--- src/rtl/des_result_packer_pkg.sv ---
// Shared types and widths for the DES result packer and its FIFO.
package des_pkg;

  localparam int DES_BLOCK_W = 64;
  localparam int PIPE_W      = 32;

  typedef enum logic [0:0] {
    S_LO = 1'b0,
    S_HI = 1'b1
  } half_sel_t;

  // Width of a word counter that must hold 0..2*depth inclusive.
  function automatic int wordCountWidth(input int depth);
    return $clog2(2 * depth) + 1;
  endfunction

endpackage

--- src/rtl/des_result_packer_fifo.sv ---
// Synchronous DEPTH x 64 result FIFO with a registered head word.
module des_packer_fifo
  import des_pkg::*;
#(
  parameter int DEPTH = 16
) (
  input  logic                      clk,
  input  logic                      reset_n,
  input  logic                      push,
  input  logic                      pop,
  input  logic                      flush,
  input  logic [DES_BLOCK_W-1:0]    din,
  output logic [DES_BLOCK_W-1:0]    head,
  output logic [$clog2(DEPTH):0]    entries,
  output logic                      full,
  output logic                      empty
);

  localparam int PW = $clog2(DEPTH);
  localparam int EW = PW + 1;

  logic [DES_BLOCK_W-1:0] mem_r [DEPTH];
  logic [PW-1:0]          wrPtr_r;
  logic [PW-1:0]          rdPtr_r;
  logic [EW-1:0]          entries_r;
  logic [DES_BLOCK_W-1:0] head_r;
  logic                   doPush_s;
  logic                   doPop_s;

  assign full     = (entries_r == EW'(DEPTH));
  assign empty    = (entries_r == {EW{1'b0}});
  assign doPush_s = push && !full && !flush;
  assign doPop_s  = pop && !empty && !flush;
  assign entries  = entries_r;
  assign head     = head_r;

  // Storage array; left without reset so it maps onto RAM.
  always_ff @(posedge clk) begin
    if (doPush_s) begin
      mem_r[wrPtr_r] <= din;
    end
  end

  // Pointers and occupancy.
  always_ff @(posedge clk) begin
    if (!reset_n || flush) begin
      wrPtr_r   <= {PW{1'b0}};
      rdPtr_r   <= {PW{1'b0}};
      entries_r <= {EW{1'b0}};
    end else begin
      if (doPush_s) wrPtr_r <= wrPtr_r + PW'(1);
      if (doPop_s)  rdPtr_r <= rdPtr_r + PW'(1);
      entries_r <= entries_r + EW'(doPush_s) - EW'(doPop_s);
    end
  end

  // Head register: new data bypasses into an emptying FIFO, else prefetch the next slot.
  always_ff @(posedge clk) begin
    if (!reset_n || flush) begin
      head_r <= {DES_BLOCK_W{1'b0}};
    end else if (doPush_s && (empty || (doPop_s && entries_r == EW'(1)))) begin
      head_r <= din;
    end else if (doPop_s) begin
      head_r <= mem_r[rdPtr_r + PW'(1)];
    end
  end

endmodule

--- src/rtl/des_result_packer.sv ---
// Buffers 64-bit DES results and serializes them as 32-bit words, low half first.
// Optional status outputs (err_ovf, err_udf, total_words) under DES_RESULT_PACKER_STATUS_EN.
module des_result_packer
  import des_pkg::*;
#(
  parameter int DEPTH       = 16,
  parameter int BLOCK_WORDS = 16
) (
  input  logic                              clk,
  input  logic                              reset_n,
  input  logic                              flush,
  input  logic                              in_valid,
  input  logic [DES_BLOCK_W-1:0]            in_data,
  output logic                              in_ready,
  input  logic                              out_read,
  output logic [PIPE_W-1:0]                 out_data,
  output logic                              out_empty,
  output logic [wordCountWidth(DEPTH)-1:0]  word_count,
  output logic                              blk_ready
`ifdef DES_RESULT_PACKER_STATUS_EN
  ,
  output logic                              err_ovf,
  output logic                              err_udf,
  output logic [31:0]                       total_words
`endif
);

  localparam int EW  = $clog2(DEPTH) + 1;
  localparam int WCW = wordCountWidth(DEPTH);

  half_sel_t              state_r;
  half_sel_t              nextState_s;
  logic [DES_BLOCK_W-1:0] head_s;
  logic [EW-1:0]          entries_s;
  logic                   full_s;
  logic                   empty_s;
  logic                   push_s;
  logic                   pop_s;
  logic                   rdValid_s;
  logic [WCW-1:0]         wordCount_s;
  logic [EW-1:0]          nextEntries_s;
  logic [WCW-1:0]         nextWordCount_s;
  logic                   blkReady_r;

  assign push_s    = in_valid && !full_s;
  assign rdValid_s = out_read && !out_empty;
  assign pop_s     = rdValid_s && (state_r == S_HI);

  des_packer_fifo #(
    .DEPTH (DEPTH)
  ) u_fifo (
    .clk     (clk),
    .reset_n (reset_n),
    .push    (push_s),
    .pop     (pop_s),
    .flush   (flush),
    .din     (in_data),
    .head    (head_s),
    .entries (entries_s),
    .full    (full_s),
    .empty   (empty_s)
  );

  // Half-select state register.
  always_ff @(posedge clk) begin
    if (!reset_n) begin
      state_r <= S_LO;
    end else if (flush) begin
      state_r <= S_LO;
    end else begin
      state_r <= nextState_s;
    end
  end

  // Half-select next state: every accepted read toggles the half.
  always_comb begin
    nextState_s = state_r;
    case (state_r)
      S_LO: begin
        if (rdValid_s) nextState_s = S_HI;
        else           nextState_s = S_LO;
      end
      S_HI: begin
        if (rdValid_s) nextState_s = S_LO;
        else           nextState_s = S_HI;
      end
      default: nextState_s = S_LO;
    endcase
  end

  // Read-side outputs derived from FIFO occupancy, head and half-select.
  always_comb begin
    wordCount_s = {entries_s, 1'b0} - {{(WCW-1){1'b0}}, (state_r == S_HI)};
    word_count  = wordCount_s;
    out_empty   = (wordCount_s == {WCW{1'b0}});
    in_ready    = !full_s;
    if (out_empty) begin
      out_data = {PIPE_W{1'b0}};
    end else if (state_r == S_HI) begin
      out_data = head_s[DES_BLOCK_W-1:PIPE_W];
    end else begin
      out_data = head_s[PIPE_W-1:0];
    end
  end

  // Occupancy after this edge, so blk_ready lines up with word_count.
  always_comb begin
    if (flush) begin
      nextEntries_s   = {EW{1'b0}};
      nextWordCount_s = {WCW{1'b0}};
    end else begin
      nextEntries_s   = entries_s + EW'(push_s) - EW'(pop_s);
      nextWordCount_s = {nextEntries_s, 1'b0} - {{(WCW-1){1'b0}}, (nextState_s == S_HI)};
    end
  end

  // Block-ready flag register.
  always_ff @(posedge clk) begin
    if (!reset_n) begin
      blkReady_r <= 1'b0;
    end else begin
      blkReady_r <= (nextWordCount_s >= WCW'(BLOCK_WORDS));
    end
  end

  assign blk_ready = blkReady_r;

`ifdef DES_RESULT_PACKER_STATUS_EN
  logic        errOvf_r;
  logic        errUdf_r;
  logic [31:0] totalWords_r;

  // Sticky protocol errors and read word counter.
  always_ff @(posedge clk) begin
    if (!reset_n || flush) begin
      errOvf_r     <= 1'b0;
      errUdf_r     <= 1'b0;
      totalWords_r <= 32'd0;
    end else begin
      if (in_valid && full_s)   errOvf_r <= 1'b1;
      if (out_read && out_empty) errUdf_r <= 1'b1;
      if (rdValid_s)            totalWords_r <= totalWords_r + 32'd1;
    end
  end

  assign err_ovf     = errOvf_r;
  assign err_udf     = errUdf_r;
  assign total_words = totalWords_r;
`endif

endmodule
--- config.mk ---
export PLATFORM = sky130hd
export DESIGN_NAME = des_result_packer
export DESIGN_NICKNAME = d
export VERILOG_FILES = /design/src/rtl/des_result_packer_pkg.sv /design/src/rtl/des_result_packer_fifo.sv /design/src/rtl/des_result_packer.sv
export SDC_FILE = /design/constraint.sdc
export NUM_CORES = 1
export LEC_CHECK = 0
export BUFFER_PORTS_ARGS = -buffer_cell sky130_fd_sc_hd__buf_2
export CAP_MARGIN = 0
export CORE_ASPECT_RATIO = 1.1
export CORE_UTILIZATION = 50
export CTS_BUF_LIST = sky130_fd_sc_hd__clkbuf_4 sky130_fd_sc_hd__clkbuf_8
export DETAILED_ROUTE_END_ITERATION = 10
export GPL_TIMING_DRIVEN = 1
export HOLD_SLACK_MARGIN = 0.03
export PLACE_DENSITY_LB_ADDON = 0.08
export SYNTH_ARGS = -nofsm -noshare
export SYNTH_HDL_FRONTEND = slang
export SYNTH_SLANG_ARGS = --single-unit
--- constraint.sdc ---
create_clock -name clk -period 8.2 [get_ports clk]
set_input_delay 0.82 -clock clk [delete_from_list [all_inputs] [get_ports clk]]
set_output_delay 0.82 -clock clk [all_outputs]
set_load 0.01 [all_outputs]
== Yosys cells after proc, flatten, opt, wreduce, memory -nomap -nowiden ==
Memories as Yosys holds them, arrays and structs flattened.
Cells that the tools add are included.
Word-level totals
  logic and storage cells: 50
  bits in writable memories: 1024
  memories: 1
  bits of input ports: 69
  output and inout port bits: 41
  flip-flop bits (word level): 79
Operators by class
  reduce and logical (&&, ||, !) cells: 20
  add/subtract/negate cells: 8
  $lt $le $gt $ge: 1
  equal/unequal tests: 2
  mux-type cells: 10
  bitwise logic cells: 2
Memory list
  u_fifo.mem_r: depth 16, width 64, read ports 1, clocked after memory_dff 0, wr ports 1, RTL line des_result_packer_fifo.sv:22  | logic [DES_BLOCK_W-1:0] mem_r [DEPTH];
Operator list (count)
  $mux W64: 2
  $mux W32: 2
  $sub A6 B1 Y6: 2
  $add A5 B1 Y5: 2
  $sub A5 B1 Y5: 2
  $logic_and A1 B1 Y1: 9
  $add A4 B1 Y4 const B: 2
  $ge A6 B5 Y1 const B: 1
  $logic_not A6 Y1: 1
  $mux W6: 1
  $eq A5 B1 Y1 const B: 1
  $eq A5 B5 Y1 const B: 1
  $logic_not A1 Y1: 5
  $logic_not A5 Y1: 1
  $mux W1: 4
  $logic_or A1 B1 Y1: 2
  $not A1 Y1: 2
  $pmux W1 S2: 1
  $reduce_bool A2 Y1: 1
  $reduce_or A2 Y1: 1

== Longest topological paths before layout ==
  depth after elaboration: 11
  gate-level depth with buffers: 15
  mapped depth without buffers: 14

== Modules after synthesis ==
A second synthesis with hierarchy kept.
Unflattened totals
  cell total of the unflattened synthesis: 2256
  area total of the unflattened synthesis: 43715.7 um2
Modules (own cells, without submodules)
  des_packer_fifo: cells each 2120, seq. area each 32291.0 um2, instances 1, area an instance 42664.7 um2
  des_result_packer: cells each 136, seq. area each 40.0 um2, instances 1, area an instance 1051.0 um2

== Least setup slack after synthesis ==
OpenSTA, ideal clock, no wires.
  kind: input-to-reg
  from: input flush
  to: memory u_fifo.mem_r[3][0] (enable)
  library setup time: 0.564 ns
  path buffers: 0
  data required time: 7.636 ns
  setup slack: 1.784 ns
  arrival: 5.851 ns
  stages: 4
  path through: nand2b_1 > a31oi_1 > nand2_1 > nor3_1
On the way
  cells in the longest elaborated chain, start to end: 4
Ends and longest elaborated chain
  from (decl): RTL line des_result_packer.sv:11  | input logic flush,
  $logic_not A1 Y1: RTL line des_result_packer_fifo.sv:32  | assign doPush_s = push && !full && !flush;
  $logic_and A1 B1 Y1: RTL line des_result_packer_fifo.sv:32
  net u_fifo.doPush_s: RTL line des_result_packer_fifo.sv:27  | logic doPush_s;
  $mux W1: RTL line des_result_packer_fifo.sv:39  | if (doPush_s) begin
  $mux W1 (not written as such): RTL line des_result_packer_fifo.sv:40  | mem_r[wrPtr_r] <= din;
  to (decl): RTL line des_result_packer_fifo.sv:22
The timed path passes the listed nets, and every way through them passes these cells.

== Worst setup path after layout ==
  from: register state_r
  to: output out_data[19]
On the way
  cells in the longest elaborated chain, start to end: 3
  elaborated cells between the ends (all ways): 4
  classes of those cells: add/sub: 1; mux: 2; reduce/logical: 1
Ends and longest elaborated chain
  from (decl): RTL line des_result_packer.sv:31  | half_sel_t state_r;
  from (signal assigned): RTL line des_result_packer.sv:71  | state_r <= nextState_s;
  $sub A6 B1 Y6: RTL line des_result_packer.sv:93  | wordCount_s = {entries_s, 1'b0} - {{(WCW-1){1'b0}}, (state_r == S_HI)};
  $logic_not A6 Y1: RTL line des_result_packer.sv:95  | out_empty = (wordCount_s == {WCW{1'b0}});
  $mux W32 (*): RTL line des_result_packer.sv:97  | if (out_empty) begin
  to (decl): RTL line des_result_packer.sv:16  | output logic [PIPE_W-1:0] out_data,
Mark *: on every way between the ends. The rest lies on a longest branch, timed or not.

==> summary.md <==
| Metric | Value |
|---|---|
| Filler Cells Inserted | 6481 |
| Num rows | between 100 and 150 |
| Grt met3 use | 0.0485 |
| Vias in the first global route | roughly 23000 |
| Antenna Violating Nets Remaining | 0 |
| Crit share post-route | 0.538 |
| Clock skew | roughly 0.047 ns |
| Cts hold-fix bufs | 0 |
| Syn Inst Count | between 2000 and 2500 |
| Drt wl/cell | 29.3 µm |
| Reg2reg start | u_fifo.rdPtr_r[0]$_SDFFE_PP0P_ |
| Fraction of layout cells with a size suffix above 1 | 0.328 |
| FF-to-FF setup slack | around 4.5 ns |
| Post-route cell area | just under 0.05 mm² |
| Global-route wire length before repair | 154 mm |
| Minimum clock period | between 4 and 5 ns |
| Global route overflow | 0 |
| I/O pins | 110 |
| Detailed Route Iter0 Violations | approximately 1900 |
| Area delta synth->final | 12.8% |
| Max Clk Rate | 0.227 GHz |
| RD Place Congestion | 0.797 |
| Die width | 282 µm |
| IO buf count | between 100 and 150 |
| Worst Path Max Fanout | 39 |
| First-pass DRT Iterations | 5 |
| Total routed wirelength | ~110 mm |
| Critical path launch point type | flop |
| Lkg Pwr | between 15 and 20 nW |
| Setup violations, final | 0 |
| Final hold viol count | 0 |
| Relative max-transition margin | 0.117 |
| Power Density | roughly 230 mW/mm² |
| Hold Path Origin | in_data[26] |
| Vias per inst | a little under 6 |
| Die area | 0.0872 mm² |
| Number of clock sinks | about 1100 |
| Synth Area in Compound Gates | 0.0326 |
| Clk root buf | clkbuf_8 |
| Met2 Use GR | 0.412 |
| Clock transition at path regs | about 0.06 ns |
| Outcome | completed |
| Post-DP HPWL | about 55 mm |
| Total chip power | 11.1 mW |
| # nets final | around 2400 |
| Most frequent cells in the layout | edfxtp_1, mux4_2, clkbuf_8 |
| Synth warn | 0 |
| Post-Synth Adder-Cell Area | 0.00617 |
| Max Cap Violations | 0 |
| Seq/Total Area, Yosys | 0.752 |
| Clk Latency, worst-skew pair | 0.84 ns |
| Synth unique cells | 39 |
| CTS Buffer Depth | 3 |
| Initial antenna violation count | 23 |
| Setup TNS Final | 0 ns |
| Gr usage total | 0.249 |
| Hold Crit Class | in2reg |
| RSZ-0062 raised after global routing | no |
| Busiest grt layer | met2 |
| Via count | between 20000 and 25000 |
| PnR worst setup slack | around 3.8 ns |
| Most common cell after layout, fill and taps aside | edfxtp_1 |
| Max-slew violations | 0 |
| Main combinational cell family by area after synthesis | multiplexers |
| CTS Buf Count | around 180 |
| CTS tree | yes |
| H-Tree Depth | 4 |
| GR Layer Usage met1 | 0.339 |
| Largest net degree at the start of global routing | 111 |
| Syn avg cell area | roughly 21 µm² |
| Die extent in y | about 310 µm |
| Initial Utilization | 0.506 |
| Worst Path Arrival | 3.59 ns |
| #FFs+latches synth | about 1100 |
| CP required | 7.38 ns |
| Peak VDD IR | 0.000140 V |
| Place WS | approximately 4.4 ns |
| Drt drc | 0 |
| Post-CTS Setup Bufs | 0 |
| Mapped Area | 0.0430 mm² |
| Mapped Nets | approximately 2200 |
| Critical Path End Type | output port |
| Crit Path Class | reg2out |
| Synth Area in Simple Gates | 0.0175 |
| Least-Margin Pin Slew | 1.32 ns |
| Critical path origin | state_r$_SDFF_PP0_ |
| Post-synthesis mux area share | 0.174 |
| Number of gates resized after cts | 0 |
| Placed cell area | between 0.04 and 0.05 mm² |
| Synth Area in XOR/XNOR | 0.00367 |
| Area of the core | between 0.08 and 0.09 mm² |
[stage by stage]
step | util | hold slack (ns) | std cells
6_report | 0.570 | 0.379 | 3585
5_1_grt | 0.570 | 0.331 | 3582
4_1_cts | 0.570 | 0.307 | 3580
3_5_place_dp | 0.528 | 0.511 | 3252
3_3_place_gp | 0.528 | 0.503 | 3252
2_1_floorplan | - | 0.470 | 2090
[worst paths after layout]
check | endpoint | cells after the start
setup / recovery | out_data[19] | 7
hold / removal | u_fifo.mem_r[9][26]$_DFFE_PP_ | 1
setup reg to reg | u_fifo.head[61]$_SDFFE_PP0P_ | 6
hold reg to reg | u_fifo.wrPtr_r[1]$_SDFFE_PP0P_ | 2
[flip-flops by register name (all words and copies together) (netlist names)]
signal / count
u_fifo.mem_r: 1024
u_fifo.head: 64
state_r: 1
u_fifo.rdPtr_r: 4
u_fifo.entries: 5
blk_ready: 1
u_fifo.wrPtr_r: 4
[per-layer routing]
metal	part of all wire	vias to the layer above
met1	0.42	11401
met5	0.0011	-
met4	0.020	16
met2	0.50	718
met3	0.061	152
li1	-	9059
[worst max-delay path, stage by stage (launching register included)]
cell,delay (ns)
dfxtp_2,0.31
buf_4,0.57
nor3b_4,0.34
mux2i_1,0.25
nand2_1,0.12
nor2_4,0.81
nor2_1,0.16
buf_2,0.19
[synthesized netlist by cell type]
library cell	n	area, µm²
inv_1	18	67.6
a41o_1	1	10.0
or4b_1	1	10.0
o211ai_1	64	480
nand3_1	4	20.0
dfxtp_1	79	1580
a31oi_1	1	6.26
a21o_1	3	22.5
edfxtp_1	1024	30700
o31ai_2	1	12.5
nor3_1	8	40.0
o2111ai_1	1	8.76
nand2b_1	7	43.8
nand2_1	80	300
nor2b_1	1	6.26
o31ai_1	1	7.51
nor2_1	65	244
buf_4	4	30.0
a31o_2	1	8.76
mux2_2	64	721
buf_1	17	63.8
clkbuf_2	1	5.00
and2_1	1	6.26
nand4bb_1	2	22.5
fa_1	2	40.0
ha_1	18	225
mux4_2	256	5770
xnor2_1	10	87.6
xor2_1	8	70.1
mux2i_1	98	981
nand4_1	3	18.8
nor3b_4	1	18.8
a21oi_1	71	355
o21ai_0	2	10.0
clkbuf_1	53	199
buf_2	52	260
or3_1	2	12.5
nor3_2	1	10.0
a22oi_1	64	480
[report_power, final]
part | internal, mW | switching, mW | total, mW
clock | 2.54 | 2.15 | 4.69
sequential | 6.18 | 0.0176 | 6.19
combinational | 0.0617 | 0.200 | 0.261
total | 8.78 | 2.37 | 11.1
[cell families after synthesis]
| family | count (synthesis) |
|---|---|
| and+or+nand+nor | 176 |
| xor gates and xnor gates | 18 |
| muxes | 418 |
| DFF | 1103 |
| AOI/OAI and AO/OA | 210 |
| adders and majority gates | 20 |
| buffers and inverters | 145 |
[cell type report]
class,instances,area [µm²],share of cell area
Sequential cell,1103,32300,0.667
Multi-Input combinational cell,842,10200,0.211
Clock buffer,264,3150,0.0648
Tap cell,1140,1430,0.0294
Timing Repair Buffer,149,883,0.0182
Clock inverter,64,420,0.00867
Inverter,18,67.6,0.00139
Antenna cell,5,12.5,0.000258
(Power assumes the default switching activity.)
